<file path="src/rtl/int_divider.sv">
// Multi-cycle RV32M integer divider (DIV/DIVU/REM/REMU) built on a restoring shift-subtract loop.
// Optional macro DIVIDER_ZERO_BYPASS_EN skips the iteration loop when the divisor is zero.
module int_divider #(
    parameter int N_DATA     = 32,
    parameter int N_REG_ADDR = 5
) (
    input  logic                  clk,
    input  logic                  rst,
    input  logic                  start,
    input  logic [1:0]            op,
    input  logic [N_DATA-1:0]     dividend,
    input  logic [N_DATA-1:0]     divisor,
    input  logic [N_REG_ADDR-1:0] rd_addr,
    output logic                  busy,
    output logic                  done,
    output logic [N_DATA-1:0]     result,
    output logic [N_REG_ADDR-1:0] rd_out,
    output logic                  write_enable
);

    localparam int CNT_W = $clog2(N_DATA + 1);
    localparam logic [CNT_W-1:0] LAST_STEP = CNT_W'(N_DATA - 1);

    typedef enum logic [2:0] {IDLE, SETUP, ITERATE, FIXUP, DONE} state_t;

    state_t                  state_q;
    logic [1:0]              op_q;
    logic [N_DATA-1:0]       a_q, b_q;
    logic [N_REG_ADDR-1:0]   rd_q;
    logic [N_DATA-1:0]       quo_q, rem_q, dvs_q;
    logic                    neg_quo_q, neg_rem_q, zero_q;
    logic [CNT_W-1:0]        cnt_q;
    logic [N_DATA-1:0]       result_q;
    logic [N_REG_ADDR-1:0]   rd_out_q;
    logic                    done_q, we_q;

    logic [N_DATA:0]         shift_d;
    logic                    ge_d;
    logic [N_DATA-1:0]       diff_d;
    logic [N_DATA-1:0]       fix_d;
    logic                    signed_op;
    logic                    bypass_d;

    function automatic logic [N_DATA-1:0] magnitude(input logic signed [N_DATA-1:0] x,
                                                    input logic sgn);
        return (sgn && x[N_DATA-1]) ? -x : x;
    endfunction

    function automatic logic [N_DATA-1:0] apply_sign(input logic signed [N_DATA-1:0] x,
                                                     input logic neg);
        return neg ? -x : x;
    endfunction

    assign signed_op = ~op_q[0];

`ifdef DIVIDER_ZERO_BYPASS_EN
    assign bypass_d = (b_q == '0);
`else
    assign bypass_d = 1'b0;
`endif

    // Restoring step: shift_d is the (N_DATA+1)-bit partial remainder; the low N_DATA bits of the
    // difference are exact whenever the subtraction is kept, since the result is below the divisor.
    always_comb begin
        shift_d = {rem_q, quo_q[N_DATA-1]};
        ge_d    = (shift_d >= {1'b0, dvs_q});
        diff_d  = shift_d[N_DATA-1:0] - dvs_q;
    end

    // Zero divisor overrides the loop output so signed ops do not get sign-corrected.
    always_comb begin
        fix_d = op_q[1] ? apply_sign(rem_q, neg_rem_q) : apply_sign(quo_q, neg_quo_q);
        if (zero_q) begin
            fix_d = op_q[1] ? a_q : '1;
        end
    end

    always_ff @(posedge clk or posedge rst) begin
        if (rst) begin
            state_q   <= IDLE;
            op_q      <= '0;
            a_q       <= '0;
            b_q       <= '0;
            rd_q      <= '0;
            quo_q     <= '0;
            rem_q     <= '0;
            dvs_q     <= '0;
            neg_quo_q <= 1'b0;
            neg_rem_q <= 1'b0;
            zero_q    <= 1'b0;
            cnt_q     <= '0;
            result_q  <= '0;
            rd_out_q  <= '0;
            done_q    <= 1'b0;
            we_q      <= 1'b0;
        end else begin
            done_q <= 1'b0;
            we_q   <= 1'b0;
            case (state_q)
                IDLE: begin
                    if (start) begin
                        op_q    <= op;
                        a_q     <= dividend;
                        b_q     <= divisor;
                        rd_q    <= rd_addr;
                        state_q <= SETUP;
                    end
                end
                SETUP: begin
                    quo_q     <= magnitude(a_q, signed_op);
                    dvs_q     <= magnitude(b_q, signed_op);
                    rem_q     <= '0;
                    cnt_q     <= '0;
                    neg_quo_q <= signed_op & (a_q[N_DATA-1] ^ b_q[N_DATA-1]);
                    neg_rem_q <= signed_op & a_q[N_DATA-1];
                    zero_q    <= (b_q == '0);
                    state_q   <= bypass_d ? FIXUP : ITERATE;
                end
                ITERATE: begin
                    rem_q <= ge_d ? diff_d : shift_d[N_DATA-1:0];
                    quo_q <= {quo_q[N_DATA-2:0], ge_d};
                    cnt_q <= cnt_q + CNT_W'(1);
                    if (cnt_q == LAST_STEP) begin
                        state_q <= FIXUP;
                    end
                end
                FIXUP: begin
                    result_q <= fix_d;
                    rd_out_q <= rd_q;
                    done_q   <= 1'b1;
                    we_q     <= (rd_q != '0);
                    state_q  <= DONE;
                end
                DONE: begin
                    state_q <= IDLE;
                end
                default: begin
                    state_q <= IDLE;
                end
            endcase
        end
    end

    assign busy         = (state_q != IDLE);
    assign done         = done_q;
    assign result       = result_q;
    assign rd_out       = rd_out_q;
    assign write_enable = we_q;

endmodule

</file>
<file path="config.mk">
export PLATFORM = sky130hd
export DESIGN_NAME = int_divider
export DESIGN_NICKNAME = d
export VERILOG_FILES = /design/src/rtl/int_divider.sv
export SDC_FILE = /design/constraint.sdc
export NUM_CORES = 1
export LEC_CHECK = 0
export ABC_AREA = 1
export BUFFER_PORTS_ARGS = -buffer_cell sky130_fd_sc_hd__buf_2
export CORE_UTILIZATION = 30
export DETAILED_ROUTE_END_ITERATION = 6
export GPL_TIMING_DRIVEN = 0
export HOLD_SLACK_MARGIN = 0.05
export PLACE_DENSITY = 0.47
export SLEW_MARGIN = 30
export SYNTH_ARGS = -nofsm -noshare
export SYNTH_HDL_FRONTEND = slang
export SYNTH_SLANG_ARGS = --single-unit
export TNS_END_PERCENT = 100
</file>
<file path="constraint.sdc">
create_clock -name clk -period 9.3 [get_ports clk]
set_clock_uncertainty 0.15 [all_clocks]
set_input_delay 1.395 -clock clk [delete_from_list [all_inputs] [get_ports clk]]
set_output_delay 1.395 -clock clk [all_outputs]
set_load 0.01 [all_outputs]
</file>
After elaboration in Yosys (flattened, before gate mapping)
Index checks and enable logic that the tools add are counted.
W data, S select, Z words.
{"block": "op_classes", "add_sub_neg": 6, "magnitude_cmp": 1, "eq_ne": 6, "n_mux": 16, "bitwise": 4, "reduce_logical": 9}
{"operator": "$mux W32", "n": 8}
{"operator": "$neg A32 Y32", "n": 4}
{"operator": "$pmux W32 S2", "n": 2}
{"operator": "$ge A33 B32 Y1", "n": 1}
{"operator": "$logic_not A32 Y1", "n": 1}
{"operator": "$sub A32 B32 Y32", "n": 1}
{"operator": "$pmux W3 S4", "n": 1}
{"operator": "$pmux W6 S2", "n": 1}
{"operator": "$add A6 B1 Y6 const B", "n": 1}
{"operator": "$eq A3 B2 Y1 const B", "n": 2}
{"operator": "$eq A6 B5 Y1 const B", "n": 1}
{"operator": "$mux W3", "n": 2}
{"operator": "$reduce_bool A5 Y1", "n": 1}
{"operator": "$ne A2 B2 Y1 const B", "n": 2}
{"operator": "$reduce_and A2 Y1", "n": 2}
{"operator": "$eq A3 B1 Y1 const B", "n": 1}
{"operator": "$logic_not A3 Y1", "n": 1}
{"operator": "$reduce_bool A3 Y1", "n": 1}
{"operator": "$and A1 B1 Y1", "n": 2}
{"operator": "$logic_and A1 B1 Y1", "n": 2}
{"operator": "$mux W1", "n": 2}
{"operator": "$reduce_bool A2 Y1", "n": 1}
{"operator": "$not A1 Y1", "n": 1}
{"operator": "$xor A1 B1 Y1", "n": 1}
{"block": "word_totals", "register_bits": 218, "in_bits": 74, "elab_cells": 58}

Depth between registers and ports, before layout
{"block": "depth", "word_depth": 4, "mapped_depth": 16, "ltp_nobuf": 16}

Worst setup path after synthesis
OpenSTA, ideal clock, no wires.
{"block": "synth_timing", "path_kind": "input to register", "from": "input start", "to": "register a_q[0]", "t_arrival_ps": 2212, "setup_slack_ps": 6805, "stages": 4, "path_cell_list": "nand3_1 -> clkbuf_1 -> clkbuf_1 -> a21oi_1"}
{"block": "synth_via", "elab_chain_len": 1}
{"item": "from (decl)", "line_no": "9", "source": "input logic start,"}
{"item": "$reduce_and A2 Y1 (no source line)"}
{"item": "to (signal assigned)", "line_no": "103", "source": "a_q <= dividend;"}
{"item": "to (decl)", "line_no": "28", "source": "logic [N_DATA-1:0] a_q, b_q;"}
Every way passes these cells.
A chain may end at the register's enable or synchronous reset.

Worst setup path after layout
{"block": "layout_timing", "from": "register state_q[2]", "to": "output busy"}
{"block": "layout_via", "elab_chain_len": 1}
{"item": "from (decl)", "line_no": "26", "source": "state_t state_q;"}
{"item": "from (signal assigned)", "line_no": "117", "source": "state_q <= bypass_d ? FIXUP : ITERATE;"}
{"item": "$reduce_bool A3 Y1", "line_no": "144", "source": "assign busy = (state_q != IDLE);"}
{"item": "to (decl)", "line_no": "14", "source": "output logic busy,"}
Every way passes these cells.

==> impl_metrics.csv <==
group,metric,value,unit
cells_and_area,most-common-layout-cells,"nand2_1 (689), inv_1 (314), nand3_1 (297), dfrtp_1 (218), nor2_1 (214)",
power_and_ir_drop,p_leak,9.18,nW
setup_path,cp-endpoint,"busy",
yosys,synth_cell_types,47,
die,rows,82,
clock_network,cts_buffer_depth,3,
yosys,syn_nets,2459,
yosys,yosys_warnings,0,
power_and_ir_drop,ir_drop,169,µV
die,dieWidth,229,µm
setup_path,start_kind,"flop",
setup_path,path_max_fanout,4,
power_and_ir_drop,pwr-share-seq,0.237,
sta,rsz0062_at_grt,"no",
placed_design,place.gp.congestion,0.945,
yosys,async_flop_share,1.00,
global_route,grt_antenna_before_repair,1,
die,core_area,50500,µm²
sta,hold_ws,0.320,ns
power_and_ir_drop,p_int,3.60,mW
global_route,grt_usage,0.230,
yosys,syn_avg_cell_area,6.57,µm²
clock_network,cts.sinks,218,
detailed_routing,drc_errors,0,
sta,period_share,0.317,
setup_path,reg2reg_from,"state_q[2]",
detailed_routing,wl_per_cell,19.1,µm
global_route,grt_pass1_vias,15181,
setup_path,critPathKind,"reg -> out",
sta,layout_setup_ws,6.35,ns
setup_path,required,7.76,ns
sta,layout_min_cycle_time,2.95,ns
placed_design,dp_hpwl,48.9,mm
placed_design,io_buffer_count,113,
power_and_ir_drop,p_sw,3.99,mW
sta,finalMaxSlewViolations,0,
clock_network,cts_resized,0,
setup_path,r2r_setup_slack,6.43,ns
detailed_routing,dr_total_vias,16023,
min_path,hold_path_class,"reg -> reg",
cells_and_area,final_common_cell,"nand2_1",
cells_and_area,fin_util,0.355,
yosys,ys.flop_type,"dfrtp_1",
detailed_routing,first_iter_violations,1282,
clock_network,cts_setup_buffers,0,
placed_design,dp_slack,5.87,ns
yosys,synth-edff-count,0,
flow_run,maxCapViolCount,0,
sta,max_slew.worst_pin.slew,1.05,ns
die,start_util,0.306,
clock_network,htree_levels,1,
detailed_routing,ant_nets,0,
global_route,grt_overflow,0,
detailed_routing,postRouteWirelength,60.9,mm
yosys,syn-instance-count,2347,
cells_and_area,drive_gt1_frac,0.0943,
sta,setup_viol,0,
cells_and_area,finalNetCount,2605,
power_and_ir_drop,swShare,0.526,
die,die_h,229,µm
clock_network,clk_pin_slew_worst_paths,0.06,ns
yosys,seq_area_frac_synth,0.354,
cells_and_area,fin_cells,3185,
setup_path,worstReg2RegEnd,"dvs_q[15]",
sta,maxSlewHeadroom,0.300,
yosys,netlist_area,15400,µm²
die,die-area,52300,µm²
yosys,ys_ff_latch,218,
clock_network,postCtsHoldBufs,0,
clock_network,cts_buffers,29,
power_and_ir_drop,p_clk_frac,0.163,
power_and_ir_drop,power_density,423,nW/µm²
power_and_ir_drop,pwr-share-comb,0.601,
setup_path,ff2ff_path_depth,5,
detailed_routing,vias_per_cell,5.03,
clock_network,cts_tree,"yes",
global_route,grt_pass1_wl,92.1,mm
die,io_pins,114,
sta,hold_viol,0,
sta,tns,0,ns
setup_path,cp-startpoint,"state_q[2]",
cells_and_area,layout-area-overhead-vs-synth,16.2,%
placed_design,place_inst,3134,
clock_network,clk_latency,0.58,ns
global_route,grt_max_degree,77,
cells_and_area,n_fill_cell,5613,
clock_network,root_buffer,"clkbuf_16",
sta,fmax,340,MHz
min_path,hold_start,"rd_out[3]",
setup_path,crit_arrival,1.40,ns
setup_path,endpoint_kind,"output port",
detailed_routing,first_pass_iters,5,
run_status,status,"complete, no violations",
cells_and_area,insertedDiodeCount,0,
## flip-flops by register name (all words and copies together), names as in the netlist, 5 cells and up
register and cells:
a_q 32, b_q 32, cnt_q 6, dvs_q 32, quo_q 32, rd_out 5
rd_q 5, rem_q 32, result 32
## power groups by stage
stage / Clock, mW / Combinational [mW] / Sequential, mW
floorplan: 0 / 3.10 / 1.69
global placement: 0 / 4.50 / 1.81
detailed placement: 0 / 4.52 / 1.81
CTS: 1.26 / 4.54 / 1.79
global route: 1.30 / 5.08 / 1.85
finish: 1.24 / 4.56 / 1.80
## synth_stat cells (7+ instances only)
library cell,number,share of area
nand2_1,689,0.17
inv_1,315,0.077
nand3_1,297,0.096
dfrtp_1,218,0.35
nor2_1,214,0.052
a21oi_1,112,0.036
o21ai_0,109,0.035
clkbuf_1,63,0.015
ha_1,37,0.030
nor3_1,32,0.010
nand4_1,28,0.011
xor2_1,26,0.015
o22ai_1,22,0.0089
o31ai_1,17,0.0083
nand3b_1,15,0.0073
xnor2_1,14,0.0079
inv_2,13,0.0032
mux2_2,13,0.0095
o21bai_1,12,0.0058
o211ai_1,11,0.0054
o221ai_1,11,0.0062
buf_2,10,0.0032
nor2_2,8,0.0032
buf_1,7,0.0017
nand2_2,7,0.0028
## kinds of logic (layout without fill, tap and decap cells)
| group | Yosys count | count (layout) | share of synthesized area |
|---|---|---|---|
| multiplexers | 13 | 13 | 0.00949 |
| flip-flops | 218 | 218 | 0.354 |
| buffers and inverters | 418 | 584 | 0.106 |
| adder cells (fa/ha/maj) | 38 | 38 | 0.0313 |
| AND/OR/NAND/NOR | 1311 | 1311 | 0.363 |
| AO/OA/AOI/OAI | 309 | 309 | 0.114 |
| XOR/XNOR | 40 | 40 | 0.0227 |
## per-layer routing
layer | track usage | vias to the layer above | wire [µm]
met5 | 0 | - | 0
met4 | 0.0556 | 0 | 1420
met3 | 0.0291 | 81 | 3470
met2 | 0.352 | 465 | 26200
met1 | 0.339 | 7605 | 29700
li1 | - | 7872 | -
## cell type report
class | count | area, µm² | area share
buffer | 89 | 395 | 0.0221
sequential | 218 | 5460 | 0.304
timing repair buffer | 115 | 621 | 0.0346
clock buffer | 37 | 806 | 0.0449
tap | 672 | 841 | 0.0469
multi-input combinational | 1711 | 8340 | 0.465
clock inverter | 14 | 229 | 0.0128
inverter | 329 | 1240 | 0.0693
## per-stage QoR
stage | power [mW] | instance area [µm²]
2_1_floorplan | 4.79 | 15400
3_3_place_gp | 6.31 | 16800
3_5_place_dp | 6.33 | 16900
4_1_cts | 7.59 | 17900
5_1_grt | 8.23 | 17900
6_report | 7.59 | 17900
## worst min-delay path by stage
stage	slack, ns	to	cells after the start
finish	0.32	rd_out[3]	2
global route	0.34	result[29]	2
CTS	0.33	rd_out[3]	2
detailed placement	0.31	result[28]	2
global placement	0.31	rd_out[3]	2
floorplan	0.30	dvs_q[21]	2
## critical path, cell delays in order, from the launching register on
cell     delay (ns)
dfrtp_1        0.41
nor2_1         0.17
nand2_1        0.11
buf_2          0.15
Note: power is estimated with default switching activity, not from simulation.
